File: config.mk
export PLATFORM = sky130hd
export DESIGN_NAME = ul_srch_900k_ctrl
export DESIGN_NICKNAME = d
export VERILOG_FILES = /design/src/rtl/ul_srch_900k_ctrl_pkg.sv /design/src/rtl/ul_srch_900k.sv /design/src/rtl/ul_srch_900k_ctrl.sv
export SDC_FILE = /design/constraint.sdc
export NUM_CORES = 1
export LEC_CHECK = 0
export BUFFER_PORTS_ARGS = -buffer_cell sky130_fd_sc_hd__buf_4
export CORE_MARGIN = 2
export CORE_UTILIZATION = 40
export DETAILED_ROUTE_END_ITERATION = 6
export PLACE_DENSITY = 0.54
export SETUP_SLACK_MARGIN = 0.3
export SLEW_MARGIN = 0
export SYNTH_ARGS = -nofsm -noshare
export SYNTH_HDL_FRONTEND = slang
export SYNTH_SLANG_ARGS = --single-unit
File: constraint.sdc
create_clock -name clk -period 41.3 [get_ports clk]
set_input_delay 4.13 -clock clk [delete_from_list [all_inputs] [get_ports clk]]
set_output_delay 4.13 -clock clk [all_outputs]
set_load 0.05 [all_outputs]
File: src/rtl/ul_srch_900k_ctrl_pkg.sv
// Shared definitions for the uplink search 900 kHz segmentation sequencer.
// Latency: n/a (constants, types and a pure function only).
// Backpressure: n/a.
package ul_srch_900k_ctrl_pkg;

    // Subcarrier spacing codes as programmed in the search config bank
    localparam logic [1:0] SCS_OFF = 2'd0;
    localparam logic [1:0] SCS_5K  = 2'd1;
    localparam logic [1:0] SCS_15K = 2'd2;
    localparam logic [1:0] SCS_30K = 2'd3;

    // REs per 900 kHz segment for each spacing
    localparam int SEGLEN_5K  = 180;
    localparam int SEGLEN_15K = 60;
    localparam int SEGLEN_30K = 30;

    // A run may not extend past this many REs from index 0
    localparam int MAX_RE_NUM = 4096;

    typedef enum logic [1:0] {
        ST_IDLE  = 2'd0,
        ST_RUN   = 2'd1,
        ST_FLUSH = 2'd2,
        ST_DONE  = 2'd3
    } state_t;

    // Segment length for a spacing code; 0 for the "off" code
    function automatic logic [7:0] seglen_of(input logic [1:0] scs);
        logic [7:0] len;
        case (scs)
            SCS_5K:  len = 8'(SEGLEN_5K);
            SCS_15K: len = 8'(SEGLEN_15K);
            SCS_30K: len = 8'(SEGLEN_30K);
            default: len = 8'd0;
        endcase
        return len;
    endfunction

endpackage

File: src/rtl/ul_srch_900k.sv
// Maps an RE index to its 900 kHz segment number and in-segment offset.
// Latency: purely combinational.
// Backpressure: none; output follows input.
module ul_srch_900k
    import ul_srch_900k_ctrl_pkg::*;
#(
    parameter int IDX_W = 12
) (
    input  logic [1:0]       scs,
    input  logic [IDX_W-1:0] idx,
    output logic [7:0]       seg,
    output logic [7:0]       mod
);

    // Constant divisors per spacing keep each branch a fixed-divide network
    always_comb begin
        seg = '0;
        mod = '0;
        case (scs)
            SCS_5K: begin
                seg = 8'(idx / IDX_W'(SEGLEN_5K));
                mod = 8'(idx % IDX_W'(SEGLEN_5K));
            end
            SCS_15K: begin
                seg = 8'(idx / IDX_W'(SEGLEN_15K));
                mod = 8'(idx % IDX_W'(SEGLEN_15K));
            end
            SCS_30K: begin
                seg = 8'(idx / IDX_W'(SEGLEN_30K));
                mod = 8'(idx % IDX_W'(SEGLEN_30K));
            end
            default: begin
                seg = '0;
                mod = '0;
            end
        endcase
    end

endmodule

File: src/rtl/ul_srch_900k_ctrl.sv
// Walks a configured RE range and streams segment/offset/flags per RE.
// Latency: start sampled at edge k gives first beat visible after edge k+1.
// Backpressure: valid/ready; beat fields and index/count hold while out_rdy=0.
module ul_srch_900k_ctrl
    import ul_srch_900k_ctrl_pkg::*;
#(
    parameter int IDX_W = 12,
    parameter int NUM_W = 13
) (
    input  logic             clk,
    input  logic             rst_n,
    input  logic             cfg_start,
    input  logic             cfg_abort,
    input  logic [1:0]       cfg_scs,
    input  logic [IDX_W-1:0] cfg_re_start,
    input  logic [NUM_W-1:0] cfg_re_num,
    output logic             out_vld,
    input  logic             out_rdy,
    output logic [IDX_W-1:0] out_re_index,
    output logic [7:0]       out_seg,
    output logic [7:0]       out_mod,
    output logic             out_sos,
    output logic             out_eos,
    output logic             out_last,
    output logic             busy,
    output logic             done,
    output logic             err
);

    state_t           state;
    state_t           state_nxt;
    logic [1:0]       scs_q;
    logic [IDX_W-1:0] idx;
    logic [NUM_W-1:0] cnt;
    logic             first_q;
    logic             err_q;

    logic [7:0]       map_seg;
    logic [7:0]       map_mod;
    logic [7:0]       seglen;
    logic [NUM_W:0]   end_sum;
    logic             cfg_illegal;
    logic             load;
    logic             cnt_is_one;
    logic             handshake;

    ul_srch_900k #(
        .IDX_W (IDX_W)
    ) u_map (
        .scs (scs_q),
        .idx (idx),
        .seg (map_seg),
        .mod (map_mod)
    );

    // One bit wider than the count so start+num cannot overflow the check
    assign end_sum     = (NUM_W+1)'(cfg_re_start) + (NUM_W+1)'(cfg_re_num);
    assign cfg_illegal = (cfg_scs == SCS_OFF) || (end_sum > (NUM_W+1)'(MAX_RE_NUM));

    assign seglen      = seglen_of(scs_q);
    assign cnt_is_one  = (cnt == NUM_W'(1));
    assign handshake   = out_vld && out_rdy;
    assign load        = (state == ST_RUN) && (!out_vld || out_rdy) && (cnt != '0);

    assign busy        = (state != ST_IDLE);
    assign done        = (state == ST_DONE);
    assign err         = (state == ST_DONE) && err_q;

    // State register
    always_ff @(posedge clk or negedge rst_n) begin
        if (!rst_n) begin
            state <= ST_IDLE;
        end else begin
            state <= state_nxt;
        end
    end

    // Next-state logic; abort overrides every other transition
    always_comb begin
        state_nxt = state;
        case (state)
            ST_IDLE: begin
                if (cfg_start) begin
                    if (cfg_illegal || (cfg_re_num == '0)) begin
                        state_nxt = ST_DONE;
                    end else begin
                        state_nxt = ST_RUN;
                    end
                end
            end
            ST_RUN: begin
                if (load && cnt_is_one) begin
                    state_nxt = ST_FLUSH;
                end
            end
            ST_FLUSH: begin
                if (handshake) begin
                    state_nxt = ST_DONE;
                end
            end
            ST_DONE: begin
                state_nxt = ST_IDLE;
            end
            default: begin
                state_nxt = ST_IDLE;
            end
        endcase
        if (cfg_abort) begin
            state_nxt = ST_IDLE;
        end
    end

    // Config latch, RE walk counters and the registered output beat
    always_ff @(posedge clk or negedge rst_n) begin
        if (!rst_n) begin
            scs_q        <= '0;
            idx          <= '0;
            cnt          <= '0;
            first_q      <= 1'b0;
            err_q        <= 1'b0;
            out_vld      <= 1'b0;
            out_re_index <= '0;
            out_seg      <= '0;
            out_mod      <= '0;
            out_sos      <= 1'b0;
            out_eos      <= 1'b0;
            out_last     <= 1'b0;
        end else if (cfg_abort) begin
            first_q  <= 1'b0;
            err_q    <= 1'b0;
            out_vld  <= 1'b0;
            out_sos  <= 1'b0;
            out_eos  <= 1'b0;
            out_last <= 1'b0;
        end else begin
            case (state)
                ST_IDLE: begin
                    if (cfg_start) begin
                        scs_q   <= cfg_scs;
                        idx     <= cfg_re_start;
                        cnt     <= cfg_re_num;
                        first_q <= 1'b1;
                        err_q   <= cfg_illegal;
                    end
                end
                ST_RUN: begin
                    if (load) begin
                        out_vld      <= 1'b1;
                        out_re_index <= idx;
                        out_seg      <= map_seg;
                        out_mod      <= map_mod;
                        // First beat of a run opens a segment even mid-segment
                        out_sos      <= first_q || (map_mod == 8'd0);
                        // Final beat closes the segment even if it is partial
                        out_eos      <= cnt_is_one || (map_mod == (seglen - 8'd1));
                        out_last     <= cnt_is_one;
                        first_q      <= 1'b0;
                        idx          <= idx + IDX_W'(1);
                        cnt          <= cnt - NUM_W'(1);
                    end
                end
                ST_FLUSH: begin
                    if (handshake) begin
                        out_vld  <= 1'b0;
                        out_sos  <= 1'b0;
                        out_eos  <= 1'b0;
                        out_last <= 1'b0;
                    end
                end
                ST_DONE: begin
                    err_q <= 1'b0;
                end
                default: begin
                    err_q <= 1'b0;
                end
            endcase
        end
    end

endmodule

==> metrics.md <==
| Metric | Value |
|---|---|
| Outcome | finished, final reports clean |
| Crit path kind | reg2reg |
| IO Pins | 67 |
| Total negative slack | 0 ps |
| Nets | 924 |
| GRT Total Usage | 0.228 |
| Post-CTS setup buffer count | 0 |
| Gates resized, CTS repair | 0 |
| Fin crit period | 15,480 ps |
| RSZ-0062 raised after global routing | no |
| Initial DRC count | 337 |
| Arr. time, crit path | 15,740 ps |
| CTS tree | done |
| Post-Place Setup Slack | 26,020 ps |
| Max_cap viols | 0 |
| CP required | 41,560 ps |
| CP Max Fanout | 16 |
| Hold Buf Count CTS | 0 |
| First-pass GRT wire length | 30,400 um |
| Worst path max stage delay | 590 ps |
| Slew @ Worst Pin | 841 ps |
| Drt first pass iters | 5 |
| Starting Density | 0.407 |
| Commonest non-fill, non-tap cell in the layout | nand2_1 |
| Final ANT Viol Nets | 0 |
| Max Buffers Root-to-Sink | 2 |
| Area post-placement | 7060 um2 |
| Final Max Slew Viols | 0 |
| Placed instance count | 1,041 |
| Antenna diodes | 0 |
| Slowest stage cell, crit path | a221oi_4 |
| Core Rows | 46 |
| Final period util | 0.375 |
| Largest net degree at the start of global routing | 64 |
| Crit end category | flop |
| Multi-input logic area | 4540 um2 |
| I/O Buffers | 66 |
| Setup Viol. Count Final | 0 |
| Worst slew margin | 0.439 |
| DP HPWL | 14,500 um |
| DRC viols | 0 |
| Core footprint | 15,800 um2 |
| YS warnings | 0 |
| FFs w/ async S/R, synth | 1.00 |
| Number of flops mapped to enable cells by yosys | 0 |
| Clock transition at the registers of the reported paths | 60 ps |
| Synth Instances | 789 |
| Most Frequent Cell on Critical Path | ha_1 |
| Die Y-Extent | 131 um |
| Clock skew | 12.8 ps |
| Routability Congestion | 0.897 |
| Vias per cell | 5.81 |
| FMAX | 64.6 MHz |
| Total clock sinks | 63 |
| Cell variety after synth | 92 |
| Synth Net Count | 877 |
| Total CTS buffers | 9 |
| Global route overflow | 0 |
| Share of cells above drive strength 1 | 0.158 |
| Setup crit start kind | flop |
| Area delta synth->final | 15.0% |
| Final Instance Count excl. Fillers | 1,057 |
| Final Hold Fails | 0 |
| FF/Latch Area | 1580 um2 |
| Post-synthesis sequential area ratio | 0.246 |
| Initial antenna violation count | 0 |
| Die ar. | 17,100 um2 |
| Fillers | 1,593 |
| Root buffer cell | clkbuf_16 |
| HP Class | reg2reg |
| H-tree depth | 3 |
| Post-Syn Area per Cell | 8.14 um2 |
| Commonest cells after routing, fill and taps aside | 70 x nand2_1, 69 x buf_4, 64 x o21ai_0, 63 x dfrtp_1, 59 x nor2_1 |
| Most used flip-flop cell after synthesis | dfrtp_1 |
| Die X | 131 um |
| Setup WS post-layout | 25,820 ps |
| Routed WL | 18,800 um |
| Register bit total from synthesis | 63 |
| Vias in the first global route | 5,980 |
| Finished Cell Area | 7380 um2 |
| Synth Cell Area | 6420 um2 |
| Drt wl/cell | 17.8 um |
| Worst skew pair latency | 350 ps |
| Routed vias | 6,136 |
[metrics by stage]
step / hold slack, ps / util
after floorplan: 502 / -
after global placement: 468 / 0.448
after detailed placement: 467 / 0.448
after CTS: 481 / 0.468
after global routing: 509 / 0.468
final: 480 / 0.468
[path summary, 6_finish.rpt]
kind	depth (start not counted)	to	slack, ps	start
max	61	out_eos	25820	scs_q[0]
max in group asynchronous	1	out_re_index[5]	36860	rst_n
min in group asynchronous	1	out_re_index[1]	3880	rst_n
min	2	out_re_index[5]	480	out_re_index[5]
max reg2reg	61	out_eos	25820	scs_q[0]
min reg2reg	2	out_re_index[5]	480	out_re_index[5]
[layer usage]
metal,part of all wire,global-route usage,vias to the layer above
li1,-,-,3018
met1,0.46,0.297,2935
met2,0.48,0.386,155
met3,0.036,0.0330,28
met4,0.021,0.0795,0
met5,0,0,-
[sequential cells by signal (all words and copies together), names as in the netlist, 2 cells and up]
register,cells
scs_q,2
out_seg,8
state,2
cnt,13
out_mod,8
idx,12
out_re_index,12
[area by class of cell]
class,count,share of cell area
timing repair buffer,69,0.0702
multi-input combinational,651,0.615
clock inverter,4,0.00695
tap,216,0.0366
inverter,42,0.0214
sequential,63,0.214
clock buffer,12,0.0361
[cells by family after synthesis]
logic type / synth area share
mux: 0.0608
flops: 0.246
compound gates: 0.281
simple gates: 0.197
xor+xnor: 0.0573
fa+ha+maj: 0.110
buf+inv: 0.0478
[cells in the mapped netlist, types with 12 or more instances]
cell	instances	area, um2
mux2_2	14	158
o22ai_1	17	106
dfrtp_1	63	1580
nor3_1	20	100
ha_1	55	688
xor2_1	16	140
a21oi_1	57	285
clkbuf_1	25	93.8
inv_1	41	154
xnor2_1	26	228
o21ai_0	64	320
nand2_1	70	263
mux2i_1	17	170
o21bai_1	12	90.1
nand3_1	27	135
nor2_1	59	221
[critical path: cells and delay by family, from the launching register on]
kind,cells,cell delay (ps)
simple gates,22,4490
compound gates,19,5170
buf+inv,1,210
fa+ha+maj,9,2710
flops,1,440
xor+xnor,7,1710
mux,3,650
Power is left out: the tool's default activity adds up to more than one toggle a clock period on the data nets, which glitch-free logic cannot reach.
